$ cat config.mk
export PLATFORM = sky130hd
export DESIGN_NAME = reg_bank_fwd
export DESIGN_NICKNAME = d
export VERILOG_FILES = /design/src/rtl/reg_bank_fwd.sv
export SDC_FILE = /design/constraint.sdc
export NUM_CORES = 1
export LEC_CHECK = 0
export CAP_MARGIN = 5
export CELL_PAD_IN_SITES_DETAIL_PLACEMENT = 0
export CELL_PAD_IN_SITES_GLOBAL_PLACEMENT = 1
export CORE_MARGIN = 2
export CORE_UTILIZATION = 46
export DETAILED_ROUTE_END_ITERATION = 10
export PLACE_DENSITY = 0.8
export SETUP_SLACK_MARGIN = 0.15
export SKIP_LAST_GASP = 1
export SLEW_MARGIN = 15
export SYNTH_ARGS = -nofsm -noshare
export SYNTH_HDL_FRONTEND = slang
export SYNTH_SLANG_ARGS = --single-unit
$ cat constraint.sdc
create_clock -name clk -period 2.55 [get_ports clk]
set_clock_uncertainty 0.2 [all_clocks]
set_input_delay 0.51 -clock clk [delete_from_list [all_inputs] [get_ports clk]]
set_output_delay 0.51 -clock clk [all_outputs]
set_load 0.05 [all_outputs]
$ cat src/rtl/reg_bank_fwd.sv
// Parametrised pipeline register file: two registered read ports, one write port,
// 4-way operand forwarding, imm override on B, and a write-pending scoreboard.
// Optional same-cycle write-to-read bypass: define REGFILE_BYPASS_EN.
module reg_bank_fwd #(
    parameter int unsigned DW      = 16,
    parameter int unsigned DEPTH   = 32,
    parameter int unsigned R0_ZERO = 1
) (
    input  logic                     clk,
    input  logic                     rst_n,
    input  logic [$clog2(DEPTH)-1:0] ra,
    input  logic [$clog2(DEPTH)-1:0] rb,
    input  logic                     we,
    input  logic [$clog2(DEPTH)-1:0] rw,
    input  logic [DW-1:0]            wd,
    input  logic [DW-1:0]            ans_ex,
    input  logic [DW-1:0]            ans_dm,
    input  logic [DW-1:0]            ans_wb,
    input  logic [DW-1:0]            imm,
    input  logic [1:0]               mux_sel_a,
    input  logic [1:0]               mux_sel_b,
    input  logic                     imm_sel,
    input  logic                     iss_vld,
    input  logic [$clog2(DEPTH)-1:0] iss_rd,
    output logic [DW-1:0]            a,
    output logic [DW-1:0]            b,
    output logic                     busy_a,
    output logic                     busy_b,
    output logic [DEPTH-1:0]         busy_vec
);

    localparam int unsigned AW = $clog2(DEPTH);
    localparam bit          R0 = (R0_ZERO != 0);
`ifdef REGFILE_BYPASS_EN
    localparam bit          BYP = 1'b1;
`else
    localparam bit          BYP = 1'b0;
`endif

    logic [DW-1:0]    r_mem [DEPTH];
    logic [DW-1:0]    r_reg_a;
    logic [DW-1:0]    r_reg_b;
    logic [DEPTH-1:0] r_busy;

    logic             w_wr_en;
    logic             w_iss_en;
    logic             w_a_zero;
    logic             w_b_zero;
    logic             w_byp_a;
    logic             w_byp_b;
    logic [DEPTH-1:0] w_busy_nxt;

    // Register 0 is hardwired when R0 is set: no writes, no busy, reads as zero.
    assign w_wr_en  = we && !(R0 && (rw == AW'(0)));
    assign w_iss_en = iss_vld && !(R0 && (iss_rd == AW'(0)));
    assign w_a_zero = R0 && (ra == AW'(0));
    assign w_b_zero = R0 && (rb == AW'(0));
    assign w_byp_a  = BYP && w_wr_en && (rw == ra);
    assign w_byp_b  = BYP && w_wr_en && (rw == rb);

    // Scoreboard next state: clear first so a same-register issue wins.
    always_comb begin
        w_busy_nxt = r_busy;
        if (we) begin
            w_busy_nxt[rw] = 1'b0;
        end
        if (w_iss_en) begin
            w_busy_nxt[iss_rd] = 1'b1;
        end
    end

    always_ff @(posedge clk or negedge rst_n) begin
        if (!rst_n) begin
            for (int i = 0; i < int'(DEPTH); i++) begin
                r_mem[i] <= '0;
            end
            r_reg_a <= '0;
            r_reg_b <= '0;
            r_busy  <= '0;
        end else begin
            if (w_wr_en) begin
                r_mem[rw] <= wd;
            end
            r_reg_a <= w_a_zero ? '0 : (w_byp_a ? wd : r_mem[ra]);
            r_reg_b <= w_b_zero ? '0 : (w_byp_b ? wd : r_mem[rb]);
            r_busy  <= w_busy_nxt;
        end
    end

    // Operand selection: register, EX, DM or WB result; imm overrides B.
    always_comb begin
        a = r_reg_a;
        case (mux_sel_a)
            2'b00:   a = r_reg_a;
            2'b01:   a = ans_ex;
            2'b10:   a = ans_dm;
            default: a = ans_wb;
        endcase
        b = r_reg_b;
        if (imm_sel) begin
            b = imm;
        end else begin
            case (mux_sel_b)
                2'b00:   b = r_reg_b;
                2'b01:   b = ans_ex;
                2'b10:   b = ans_dm;
                default: b = ans_wb;
            endcase
        end
    end

    assign busy_a   = r_busy[ra];
    assign busy_b   = r_busy[rb];
    assign busy_vec = r_busy;

endmodule
Word level (Yosys, flattened, before mapping)

Index checks and enable logic that the tools add are counted.

Bits of input ports: 109
Word-level logic and storage cells: 92
Output and inout port bits: 66
Register bits: 576

Reduce and logical (&&, ||, !) cells: 13
Multiplexer cells: 24
Order comparisons: 10
Bitwise gates (word level): 6
Equal/unequal tests: 4

Operators by type and width:

| kind                                                                   | count |
|---|---|
| 512-bit bitwise mux                                                    | 1 |
| 16-bit binary-select mux with 5-bit select                             | 2 |
| 16-bit 2-to-1 mux                                                      | 8 |
| 16-bit case mux with 3 select lines                                    | 2 |
| 16-bit demux with 5-bit select                                         | 1 |
| 32-bit 2-to-1 mux                                                      | 2 |
| 32-bit AND                                                             | 1 |
| 32-bit inverter                                                        | 1 |
| 32-bit OR                                                              | 1 |
| 5-bit by 6-bit < comparator with 1-bit output (second input constant)  | 4 |
| 5-bit logical NOT                                                      | 4 |
| 6-bit >= comparator (second input constant)                            | 3 |
| 5-bit inverter with 6-bit output                                       | 3 |
| 1-bit binary-select mux with 5-bit select                              | 2 |
| 1-bit demux with 5-bit select                                          | 2 |
| 5-bit by 1-bit >= comparator with 1-bit output (second input constant) | 2 |
| 6-bit by 1-bit < comparator with 1-bit output (second input constant)  | 1 |
| 1-bit logical AND                                                      | 5 |
| 2-bit by 1-bit equality test with 1-bit output (second input constant) | 2 |
| 2-bit equality test (second input constant)                            | 2 |
| 2-bit logical NOT                                                      | 2 |
| 1-bit 2-to-1 mux                                                       | 4 |
| 1-bit logical NOT                                                      | 2 |

Logic depth before layout (Yosys ltp)

Gate-level depths: netlist of run 1.

Word-level depth: 9
Gate-level depth with buffers: 8
Mapped depth without buffers: 4

Worst setup path before layout of run 1

Ideal clock, no wire load.

Kind: in2out
Start: input rb[1]
End: output busy_b
Path slack: -0.330 ns
Stages on the path: 6
Data required time: 1.840 ns
Path buffers: 3
Data arrival time: 2.170 ns
Cell sequence: buf_2 -> buf_4 -> buf_4 -> mux4_2 -> mux4_2 -> mux2_2

Word-level cells in the longest chain between the ends: 2

Ends and longest elaborated chain:

| element                                   | line | RTL |
|---|---|---|
| from (decl)                               | 12   | `input logic [$clog2(DEPTH)-1:0] rb,` |
| 1-bit binary-select mux with 5-bit select | 113  | `assign busy_b = r_busy[rb];` |
| 1-bit 2-to-1 mux (not written as such)    | 113  |  |
| to (decl)                                 | 28   | `output logic busy_b,` |

No other way between the ends. The select of a mux whose other input is x is not followed.

Worst setup path after layout of run 1

Start: register r_busy[15] (netlist: busy_vec[15])
End: output busy_b

Word-level cells in the longest chain between the ends: 2

Ends and longest elaborated chain:

| element                                   | line | RTL |
|---|---|---|
| from (decl)                               | 43   | `logic [DEPTH-1:0] r_busy;` |
| from (signal assigned)                    | 86   | `r_busy <= w_busy_nxt;` |
| 1-bit binary-select mux with 5-bit select | 113  |  |
| 1-bit 2-to-1 mux (not written as such)    | 113  |  |

No other way between the ends. The select of a mux whose other input is x is not followed.

==> impl_metrics.csv, run 1 <==
group,metric,value,unit
logic_synthesis,post-synth-top-count-cell,"dfrtp_1",
clocking,ctsLongestPathBuffers,3,
flow_run,timing.max_cap.violations,0,
routing,wl_met2,46280,um
logic_synthesis,synthTopCellsByCount,"dfrtp_1 (576), mux2_2 (546), mux4_2 (271), clkbuf_1 (128), o21ai_0 (89)",
global_route,overflow,0,
logic_synthesis,synthArstFlopShare,100.0,%
setup_path,cp_cell_sequence,"mux4_2 -> mux4_2 -> mux2_4 -> buf_6",
pwr,switching_power,8265,uW
clocking,clock_transition_at_path_regs,0.06,ns
floorplanning,rows,94,
final_layout,drive_gt1_share,55.30,%
logic_synthesis,synthesis.area_per_instance,15.09,um2
pwr,power.share.switching,28.58,%
logic_synthesis,syn-cell-area,30790,um2
placed_design,place.port_buffers,174,
timing,timing.setup.tns,-2.468,ns
logic_synthesis,postSynth.topFlopCell,"dfrtp_1",
setup_path,critical_path_arrival,2.49,ns
clocking,cts_tree,"yes",
setup_path,critPathSlowestCell,"mux4_2",
setup_path,worstSetupEndpointType,"output port",
routing,ant_nets,0,
pwr,power.share.combinational,24.4,%
floorplanning,ioPinCount,175,
global_route,grt_antenna_before_repair,1,
global_route,grt_max_degree,85,
placed_design,pre_cts_slack,-0.4453,ns
logic_synthesis,yosysTopAreaCell,"dfrtp_1",
setup_path,cp_num_cells,4,
pwr,share_clk_of_total_power,33.1,%
run_status,outcome,"finished, violations left",
placed_design,place_area,36120,um2
logic_synthesis,netlist_top_cells_area,"dfrtp_1 (47%), mux2_2 (20%), mux4_2 (20%)",
run_status,failed_checks,"setup timing",
logic_synthesis,synth-warning-count,0,
timing,fmax,0.3121,GHz
timing,rsz_0062_raised_after_global_routing,"yes",
pwr,seqPwrFrac,42.5,%
routing,drt_drc_violations_left,0,
timing,timing_max_transition_violations_final,0,
timing,setup_viol,18,
global_route,via_count_of_the_first_global_routing_pass,22830,
routing,drt_wl_total,97840,um
logic_synthesis,synth_largest_type_area_fraction,46.81,%
timing,final_critical_path_setup_slack,-0.6545,ns
setup_path,timing.setup.critical_path_class,"flop to output port",
final_layout,syn_to_final_growth,25.19,%
routing,route.detailed.wl_per_inst,29.42,um
hold_path,hold_class,"input port to asynchronous set/reset pin",
routing,dr.pass1.iters,5,
final_layout,stdcell_area,38550,um2
clocking,htree_num_levels,3,
setup_path,r2r_cells,4,
logic_synthesis,synth-seq-cells,576,
setup_path,critPathBufInv,1,
routing,dr_total_vias,21630,
pwr,lkg_pwr,0.01677,uW
final_layout,antennaDiodeCount,0,
clocking,latest_clock_arrival_within_the_worst_skew_pair,0.61,ns
logic_synthesis,ys_types,38,
logic_synthesis,synthCells,2041,
placed_design,gp_routability_congestion,0.9145,
timing,maxSlewHeadroom,45.18,%
setup_path,path_common_cell,"mux4_2",
clocking,root_buf_cell,"clkbuf_16",
routing,first_iter_violations,2118,
setup_path,critPathRequiredTime,1.84,ns
timing,final.min_clock_period,3.204,ns
setup_path,critPathTopFamily,"multiplexers",
pwr,power.density,750.2,nW/um2
setup_path,crit_path_max_fanout,4,
clocking,numCtsBuffers,67,
final_layout,final_nets,2529,
logic_synthesis,synth-edff-count,0,
placed_design,detailed_placement_wirelength_estimate,66460,um
setup_path,startpoint_type,"flop",
routing,wl_met1,38700,um
timing,finalHoldViolations,0,
floorplanning,chipHeight,262.7,um
routing,routed-wl-met3,8828,um
clocking,cts.sink_count,576,
global_route,grt.total_usage,28.35,%
pwr,power_report.internal_total,20660,uW
timing,timing.final.crit_share,125.7,%
pwr,worst_ir_drop_vdd,0.0006215,V
global_route,wire_length_of_the_first_global_routing_pass,146700,um
logic_synthesis,synth_fp_nets,2150,
setup_path,critical-path-max-stage-delay,0.50,ns
floorplanning,initial_core_util,46.67,%
floorplanning,die-area,69020,um2
logic_synthesis,ys_seq_area_share,46.81,%
timing,worst_margin_pin_slew,0.8206,ns
floorplanning,floorplan.die.width,262.7,um
routing,highest_layer,"met5",
floorplanning,placeableCoreArea,65980,um2
routing,drt-vias-per-instance,6.505,
-- stage by stage --
stage               cells  hold WS [ns]  total power, uW  util, %
detailed placement   3202        0.1820            19310    54.74
floorplan            2041       0.01441            16530        -
CTS                  3324        0.1817            28970    58.40
global placement     3202        0.1766            19000    54.74
global route         3325        0.2026            29990    58.43
finish               3325        0.1796            28920    58.43
-- power groups by stage --
stage	combinational, uW	sequential (uW)	clock [uW]
final	7060	12300	9570
after global routing	7430	12500	10100
after CTS	7060	12200	9700
after detailed placement	6950	12400	0
after global placement	6780	12200	0
after floorplan	4300	12200	0
-- layout make-up --
type	count	area (um2)
timing repair buffer	525	5420
inverter	2	7.507
tap	864	1081
clock buffer	99	2022
clock inverter	11	133.9
fill	5002	27430
sequential	576	14420
multi-input combinational	1248	15460
-- per-layer routing --
layer  global-route usage (%)  up-vias
li1                         -     8759
met1                    37.17    11510
met2                    44.95     1134
met3                    7.187      222
met4                    12.29        2
met5                        0        -
-- sequential cells by signal, indices dropped and copies added (netlist names) --
name / flops
r_reg_b: 16
r_reg_a: 16
r_mem: 512
busy_vec: 32
-- final timing paths --
kind / from / endpoint / slack [ns]
worst max-delay path: busy_vec[15] / busy_b / -0.65
worst min-delay path: rst_n / r_mem[401] / 0.18
worst max register to register: r_mem[501] / r_reg_a[5] / 0.41
worst min register to register: r_mem[508] / r_mem[508] / 0.20
max in group asynchronous: rst_n / busy_vec[14] / 1.09
min in group clk: r_mem[508] / r_mem[508] / 0.20
-- kinds of logic (layout without fill, tap and decap cells) --
family | count (synthesis) | in the layout | share of synthesized area [%]
buffers and inverters | 217 | 637 | 3.226
multiplexers | 886 | 886 | 42.30
flip-flops | 576 | 576 | 46.81
AND/OR/NAND/NOR | 129 | 129 | 2.389
AO/OA/AOI/OAI | 233 | 233 | 5.278
-- placed cells by master, fill, tap and decap left out, types with 3 or more instances in the layout --
master | Yosys | layout
dfrtp_1 | 576 | 569
mux2_2 | 546 | 533
buf_4 | 12 | 284
mux4_2 | 271 | 272
o21ai_0 | 89 | 89
clkdlybuf4s50_1 | 0 | 89
buf_12 | 1 | 78
clkbuf_16 | 0 | 71
mux2i_1 | 64 | 64
nor2b_1 | 35 | 35
a22oi_1 | 32 | 32
a211oi_1 | 32 | 32
a311oi_1 | 32 | 30
a221oi_1 | 25 | 25
nand2_1 | 23 | 23
buf_6 | 5 | 21
nor2_2 | 8 | 16
a22o_1 | 15 | 15
dlygate4sd2_1 | 0 | 15
clkbuf_1 | 128 | 14
clkbuf_8 | 0 | 14
mux2_4 | 0 | 13
clkdlybuf4s15_1 | 0 | 10
nor2_1 | 16 | 8
nand3b_1 | 8 | 8
nor3b_1 | 8 | 8
nand2_2 | 8 | 8
clkdlybuf4s15_2 | 0 | 8
o2111ai_1 | 7 | 7
dfrtp_2 | 0 | 7
clkinv_2 | 0 | 7
buf_8 | 0 | 5
clkbuf_2 | 0 | 5
mux4_1 | 5 | 4
nand3_1 | 4 | 4
or2_2 | 3 | 3
bufinv_16 | 0 | 3
dlymetal6s2s_1 | 0 | 3
-- what timing repair did --
action,CTS,global route
endpoints found under the setup margin,66,31
gates cloned,4,0
pin swaps,0,0
hold endpoints to repair,66,0
resized for setup,112,19
hold buffers,1,0
setup buffers,7,1
Power figures use the tool's default switching activity.
==> inputs of run 2 (changes only) <==
--- a/config.mk
+++ b/config.mk
@@ -11,8 +11,8 @@
 export CORE_MARGIN = 2
 export CORE_UTILIZATION = 46
 export DETAILED_ROUTE_END_ITERATION = 10
-export PLACE_DENSITY = 0.8
-export SETUP_SLACK_MARGIN = 0.15
+export PLACE_DENSITY = 0.88
+export SETUP_SLACK_MARGIN = 0.02
 export SKIP_LAST_GASP = 1
 export SLEW_MARGIN = 15
 export SYNTH_ARGS = -nofsm -noshare
==> run 2 against run 1 <==
- the run still ends with setup timing left
- largest cell class unchanged
- first-iteration DRC count increased by 0.14%
- sequential share of layout area increased by 0.46 points
- sequential power about the same
- highest routed layer unchanged
- via count increased by 0.85%
- hold slack improved by 0.014 ns
==> impl_metrics.csv, run 2 (synthesis results as in run 1) <==
group,metric,value,unit
floorplanning,initial_core_util,46.67,%
routing,first_iter_violations,2121,
routing,drt_drc_violations_left,0,
timing,rsz_0062_raised_after_global_routing,"yes",
timing,finalHoldViolations,0,
run_status,failed_checks,"setup timing",
global_route,grt_antenna_before_repair,5,
pwr,lkg_pwr,0.01650,uW
setup_path,timing.setup.critical_path_class,"flop to output port",
pwr,power.density,757.3,nW/um2
global_route,wire_length_of_the_first_global_routing_pass,151100,um
timing,final_critical_path_setup_slack,-0.6403,ns
clocking,clock_transition_at_path_regs,0.07,ns
final_layout,syn_to_final_growth,23.69,%
setup_path,worstSetupEndpointType,"output port",
final_layout,regMostFlops,"r_mem",
setup_path,cp_cell_sequence,"mux4_2 -> mux4_2 -> mux2_4 -> buf_6",
clocking,cts.sink_count,576,
clocking,latest_clock_arrival_within_the_worst_skew_pair,0.63,ns
final_layout,fillers,4992,
final_layout,stdcell_area,38090,um2
routing,route.detailed.wl_per_inst,30.44,um
final_layout,final_nets,2497,
setup_path,critPathTopFamily,"multiplexers",
routing,drt-vias-per-instance,6.606,
floorplanning,ioPinCount,175,
floorplanning,placeableCoreArea,65980,um2
final_layout,drive_gt1_share,54.45,%
timing,final.min_clock_period,3.190,ns
setup_path,critPathBufInv,1,
floorplanning,floorplan.die.width,262.7,um
floorplanning,rows,94,
setup_path,crit_path_max_fanout,4,
final_layout,multi_input_area,15410,um2
global_route,grt.total_usage,29.32,%
routing,highest_layer,"met5",
routing,routed-wl-met3,11080,um
final_layout,layout_common_cells,"dfrtp_1 (566), mux2_2 (543), buf_4 (276)",
global_route,overflow,0,
timing,timing.setup.tns,-2.926,ns
hold_path,hold_class,"flop to flop",
clocking,numCtsBuffers,60,
clocking,root_buf_cell,"clkbuf_16",
placed_design,gp_routability_congestion,0.9451,
floorplanning,die-area,69020,um2
setup_path,path_common_cell,"mux4_2",
routing,ant_nets,0,
routing,dr.pass1.iters,5,
pwr,worst_ir_drop_vdd,0.0004920,V
timing,timing_max_transition_violations_final,0,
clocking,ctsLongestPathBuffers,3,
final_layout,seq_cell_area,14430,um2
setup_path,critical-path-max-stage-delay,0.48,ns
timing,timing.final.crit_share,125.1,%
setup_path,critPathRequiredTime,1.84,ns
final_layout,largest_reg_flops,512,
placed_design,place.port_buffers,174,
timing,setup_viol,18,
setup_path,critPathSlowestCell,"mux4_2",
placed_design,place_area,35790,um2
routing,dr_total_vias,21810,
setup_path,startpoint_type,"flop",
flow_run,timing.max_cap.violations,0,
clocking,htree_num_levels,2,
final_layout,layout_commonest_cell,"dfrtp_1",
timing,fmax,0.3134,GHz
clocking,cts_tree,"yes",
timing,maxSlewHeadroom,47.52,%
global_route,via_count_of_the_first_global_routing_pass,23480,
routing,wl_met2,46470,um
placed_design,detailed_placement_wirelength_estimate,68140,um
routing,wl_met1,36850,um
global_route,grt_max_degree,87,
floorplanning,chipHeight,262.7,um
run_status,outcome,"finished, violations left",
timing,worst_margin_pin_slew,0.7843,ns
setup_path,critical_path_arrival,2.48,ns
routing,drt_wl_total,100500,um
run 2: cell types whose count changed in the layout (fill, tap and decap cells not counted), moves of 3 or more:
cell | before | now
buf_12 | 78 | 65
mux2_2 | 533 | 543
mux2_4 | 13 | 3
bufinv_16 | 3 | 10
dlygate4sd2_1 | 15 | 31
dfrtp_2 | 7 | 10
clkbuf_2 | 5 | 0
clkbuf_16 | 71 | 61
dfrtp_1 | 569 | 566
clkdlybuf4s50_1 | 89 | 97
clkdlybuf4s15_2 | 8 | 1
clkdlybuf4s15_1 | 10 | 1
buf_4 | 284 | 276
clkinv_2 | 7 | 12
run 2: worst paths after layout:
path	to	start	cells after the start	slack (ns)
worst max-delay path	busy_b	busy_vec[15]	4	-0.64
worst min-delay path	r_mem[504]	r_mem[504]	0	0.19
worst max register to register	r_reg_b[7]	r_mem[455]	4	0.49
worst min register to register	r_mem[504]	r_mem[504]	0	0.19
max in group asynchronous	r_reg_a[0]	rst_n	3	1.08
min in group asynchronous	r_mem[106]	rst_n	2	0.22
run 2: worst reg2reg max path, cell delays in order (launching register included):
cell and delay (ns):
dfrtp_1 0.38, mux4_2 0.47, nor2b_1 0.15, a211oi_1 0.50, a311oi_1 0.19
run 2: metal layers:
layer / vias to the layer above / GRT usage, %
met5: - / 0
met4: 8 / 16.20
met3: 327 / 9.417
met2: 1316 / 46.01
met1: 11460 / 36.07
li1: 8706 / -
run 2: metrics by stage:
stage | hold slack [ns] | std cells | power (uW) | util (%) | setup slack [ns]
after floorplan | 0.01441 | 2041 | 16520 | - | -0.2021
after global placement | 0.1766 | 3184 | 18950 | 54.24 | -0.3999
after detailed placement | 0.1833 | 3184 | 19350 | 54.24 | -0.4537
after CTS | 0.1961 | 3301 | 28810 | 57.71 | -0.6516
after global routing | 0.2115 | 3301 | 29870 | 57.72 | -0.6769
final | 0.1932 | 3302 | 28850 | 57.73 | -0.6403
run 2: final cells by class:
cell class | count | area share, %
inverters | 2 | 0.01971
clock buffers | 87 | 4.606
flip-flops and latches | 576 | 37.88
well taps | 864 | 2.838
clock inverters | 24 | 0.9855
diodes | 1 | 0.006570
multi-input cells | 1248 | 40.46
repair buffers | 500 | 13.21
run 2: where the power goes:
part / leakage, uW / switching [uW] / internal, uW
combinational: 0.00811 / 3040 / 3920
clock: 0.00105 / 3740 / 5750
sequential: 0.00734 / 1510 / 10900
total: 0.0165 / 8280 / 20600
run 2: repair_timing:
| item | 4_1_cts | 5_1_grt |
|---|---|---|
| buffers inserted | 2 | 0 |
| hold buffers | 1 | 0 |
| endpoints found under the hold margin | 90 | 0 |
| gates resized for setup | 72 | 9 |
| gates cloned | 3 | 0 |
| pin swaps | 0 | 0 |
| endpoints found under the setup margin | 66 | 19 |
==> inputs of run 3 (changes only) <==
--- a/config.mk
+++ b/config.mk
@@ -11,6 +11,7 @@
 export CORE_MARGIN = 2
 export CORE_UTILIZATION = 46
 export DETAILED_ROUTE_END_ITERATION = 10
+export GPL_TIMING_DRIVEN = 1
 export PLACE_DENSITY = 0.88
 export SETUP_SLACK_MARGIN = 0.02
 export SKIP_LAST_GASP = 1
==> results of run 3 <==
Same layout as run 2: the final DEF is identical, and so are final timing and power.
